### config.mk
export PLATFORM = sky130hd
export DESIGN_NAME = countnox_ctrl
export DESIGN_NICKNAME = d
export VERILOG_FILES = /design/src/rtl/countnox_ctrl.sv
export SDC_FILE = /design/constraint.sdc
export NUM_CORES = 1
export LEC_CHECK = 0
export CAP_MARGIN = 20
export CORE_ASPECT_RATIO = 0.5
export CORE_UTILIZATION = 42
export DETAILED_ROUTE_END_ITERATION = 10
export PLACE_DENSITY = 0.85
export SLEW_MARGIN = 20
export SYNTH_ARGS = -nofsm -noshare
export SYNTH_HDL_FRONTEND = slang
export SYNTH_SLANG_ARGS = --single-unit
### constraint.sdc
create_clock -name clk -period 2.9 [get_ports clk]
set_input_delay 0.58 -clock clk [delete_from_list [all_inputs] [get_ports clk]]
set_output_delay 0.58 -clock clk [all_outputs]
set_load 0.05 [all_outputs]
### src/rtl/countnox_ctrl.sv
// countnox_ctrl: scans N memory words from N-1 down to 0 and tallies those equal to X using external i/tr counters
module countnox_ctrl #(
  parameter int SIZE = 8
) (
  input  logic            clk,
  input  logic            reset,
  input  logic            start,
  input  logic [SIZE-1:0] x_value,
  input  logic [SIZE-1:0] n_words,
  input  logic [SIZE-1:0] mem_rdata,
  output logic            mem_ren,
  input  logic [SIZE-1:0] i_count,
  input  logic [SIZE-1:0] tr_count,
  output logic            i_load,
  output logic            i_inc,
  output logic            i_dec,
  output logic [SIZE-1:0] i_load_value,
  output logic            tr_load,
  output logic            tr_inc,
  output logic            tr_dec,
  output logic [SIZE-1:0] tr_load_value,
  output logic            busy,
  output logic            done,
  output logic [SIZE-1:0] result
);
  typedef enum logic [2:0] {IDLE, INIT, READ, CMP, FIN} state_t;
  state_t state_q, state_d;
  logic [SIZE-1:0] x_q, x_d, n_q, n_d, result_q, result_d;
  logic done_q, done_d;
  always_ff @(posedge clk) begin
    if (reset) begin
      state_q  <= IDLE;
      x_q      <= '0;
      n_q      <= '0;
      result_q <= '0;
      done_q   <= 1'b0;
    end else begin
      state_q  <= state_d;
      x_q      <= x_d;
      n_q      <= n_d;
      result_q <= result_d;
      done_q   <= done_d;
    end
  end
  always_comb begin
    state_d      = state_q;
    x_d          = x_q;
    n_d          = n_q;
    result_d     = result_q;
    done_d       = 1'b0;
    mem_ren      = 1'b0;
    i_load       = 1'b0;
    i_dec        = 1'b0;
    i_load_value = '0;
    tr_load      = 1'b0;
    tr_inc       = 1'b0;
    case (state_q)
      IDLE: begin
        x_d     = start ? x_value : x_q;
        n_d     = start ? n_words : n_q;
        state_d = start ? INIT : IDLE;
      end
      INIT: begin
        tr_load      = 1'b1;
        i_load       = n_q != '0;
        i_load_value = n_q - SIZE'(1);
        state_d      = (n_q != '0) ? READ : FIN;
      end
      READ: begin
        mem_ren = 1'b1;
        state_d = CMP;
      end
      CMP: begin
        tr_inc  = mem_rdata == x_q;
        i_dec   = i_count != '0;
        state_d = (i_count == '0) ? FIN : READ;
      end
      FIN: begin
        result_d = tr_count;
        done_d   = 1'b1;
        state_d  = IDLE;
      end
      default: state_d = IDLE;
    endcase
  end
  assign i_inc         = 1'b0;
  assign tr_dec        = 1'b0;
  assign tr_load_value = '0;
  assign busy          = state_q != IDLE;
  assign done          = done_q;
  assign result        = result_q;
endmodule

==> results.ini <==
[outcome]
status = finished, final reports clean

[clock_tree]
ctsLongestPathBuffers = 2
cts-root-buf = clkbuf_8
cts_made_buffers = 3
cts_tree = built
cts.clk_slew.worst_paths_ps = 90
ctsHoldBuffers = 0
cts_sinks = 28
clk_latency_ps = 270
cts_resized = 0
cts_setup_buffers = 0
cts_htree_levels = 1

[worst_hold_path]
hp-class = flip-flop to flip-flop
hold_start = x_q[1]

[place]
port_buffers = 65
hpwl_um = 2637
placed_cell_area_um2 = 2088
finalWeightedCongestion = 0.7599

[critical_path]
path_class = flip-flop to primary output
worst-path-max-fanout = 10
critical_path_arrival_ps = 2180
worstReg2RegStart = state_q[1]
worst_path_max_delay_cell = clkdlybuf4s50_1
critPathLaunchType = flip-flop
worstPathRequired_ps = 2320
startpoint = state_q[2]
end_kind = primary output
worst_path_largest_cell_delay_ps = 810
path_cells = or3_1 -> nor2_1 -> clkdlybuf4s50_1

[yosys]
synth_compound_area_share_pct = 10.71
yosys-top-cells-area = dfxtp_1, nand2_1, a21oi_1, mux2i_1, buf_4
synth_xor_area_share_pct = 6.045
synth_top_area_cell = dfxtp_1
synth_seq_cells = 28
synth-seq-area-share_pct = 38.69
yosysUniqueCellTypes = 33
synth_top_family_by_area = simple AND/OR/NAND/NOR gates
synthCells = 177
yosysWarnings = 0
synth_top_area_share_pct = 38.69
synthAdderAreaFrac_pct = 1.727
synth-simple-area-share_pct = 26.34
netlist_area_um2 = 1449
synthMuxAreaShare_pct = 5.527
syn_area_per_cell_um2 = 8.186

[final_layout]
final_util_pct = 68.44
drive_above_1_share_pct = 8.475
fill_cells = 266
final_nets = 282
area_growth_pct = 48.10
diodes = 0
stdcell_area_um2 = 2146

[grt]
grt_pass1_vias = 1275
grt_max_degree = 20
grt.overflow.total = 0
grt_pass1_wl_um = 5492
grt_antenna_before_repair = 0
track_usage_pct = 18.67

[power]
power_density_nw_per_um2 = 524.2
power.leakage_nw = 0.8501
peakVddDrop_mv = 0.2467

[die]
dieHeight_um = 43.53
start_util_pct = 46.21
die_width_um = 85.07
ios = 76
core_area_um2 = 3136
die_area_um2 = 3703
rows = 14

[sta]
final.setup.tns_ps = 0
fmax_ghz = 0.3621
worst_slew_pin_slew_ps = 833.1
hold_viol_final = 0
period_share_pct = 95.22
maxSlewHeadroom_pct = 44.23
drv_slew = 0
setup_viol = 0
fin_crit_ps = 2761
skew_ps = 2.159
rsz0062_at_grt = no

[detailed_routing]
ant_nets = 0
wl_per_cell_um = 11.99
drt_iter0_drc = 42
routed_wl_um = 3308
vias = 1315
routed_via_density = 4.764
drc_errors = 0
drtPass1Iterations = 4

[job]
cap_violations = 0

## path summary, 6_finish.rpt
check	cells after the start	end	slack, ps
max	3	i_load_value[3]	140
min	2	x_q[1]	470
max reg2reg	4	n_q[6]	1240
min reg2reg	2	x_q[1]	470
## power breakdown
part           internal (mW)  switching [mW]  leakage [nW]
sequential             0.414          0.0290         0.228
combinational          0.186           0.263         0.593
clock                  0.121           0.112        0.0288
## final cells by class
class / instances / area [µm²] / area share [%]
clock buffers: 4 / 55.05 / 2.566
inverters: 4 / 15.01 / 0.6997
multi-input cells: 131 / 767.0 / 35.74
flip-flops and latches: 28 / 560.5 / 26.12
well taps: 40 / 50.05 / 2.332
repair buffers: 69 / 698.2 / 32.54
## sequential cells by signal, summed over array words and instances (netlist names)
register,count
result,8
state_q,3
x_q,8
n_q,8
done,1
## critical path, delay by kind of cell, from the launching register on
| kind | cells | cell delay [ps] |
|---|---|---|
| AND/OR/NAND/NOR | 2 | 690 |
| flip-flops | 1 | 420 |
| buffers and inverters | 1 | 810 |
## layer usage
metal / global-route usage, % / vias up / share of wire [%]
met4: 4.407 / 0 / 0.76
met2: 38.06 / 29 / 52
met5: 0 / - / 0
li1: - / 691 / -
met3: 3.048 / 2 / 2.8
met1: 20.82 / 593 / 44
## placed cells by master (no fill, tap or decap), types with 3 or more instances in the layout
cell and instances:
buf_4 10, nor2_1 15, nor4_1 3, a21oi_1 23, inv_1 4, or3_1 4, xnor2_1 8, mux2i_1 8
clkbuf_8 4, clkdlybuf4s50_1 55, dfxtp_1 28, nand2_1 32, nor3b_1 4, buf_12 3, conb_1 10
## through the flow
step / setup WS [ps] / cells / total power, mW / hold slack, ps
finish: 138.5 / 276 / 1.125 / 474.3
global route: 28.74 / 276 / 1.182 / 494.6
CTS: 96.63 / 276 / 1.135 / 476.2
detailed placement: 320.9 / 272 / 0.9009 / 463.0
global placement: 363.5 / 272 / 0.8925 / 457.9
floorplan: 2.135 / 186 / 0.7624 / 445.4
## synth_stat cells
| library cell | number |
|---|---|
| a2111oi_0 | 1 |
| a21oi_1 | 23 |
| buf_1 | 1 |
| buf_2 | 7 |
| buf_4 | 10 |
| buf_6 | 1 |
| clkbuf_1 | 4 |
| conb_1 | 1 |
| dfxtp_1 | 28 |
| ha_1 | 2 |
| inv_1 | 4 |
| mux2i_1 | 8 |
| nand2_1 | 32 |
| nand2b_1 | 2 |
| nand3_1 | 2 |
| nand3b_1 | 2 |
| nand4_1 | 2 |
| nor2_1 | 15 |
| nor2b_1 | 1 |
| nor3b_1 | 4 |
| nor4_1 | 3 |
| nor4_2 | 1 |
| nor4b_4 | 1 |
| o211a_1 | 1 |
| o21ai_0 | 1 |
| o31ai_1 | 1 |
| o41ai_1 | 1 |
| or3_1 | 4 |
| or4_1 | 1 |
| or4_4 | 1 |
| or4b_1 | 2 |
| xnor2_1 | 8 |
| xor2_1 | 2 |
## kinds of logic after synthesis
group	after synthesis
xor+xnor	10
buf+inv	27
mux	8
other cells	1
simple gates	73
fa+ha+maj	2
compound gates	28
flops	28
Note: power is estimated with default switching activity, not from simulation.
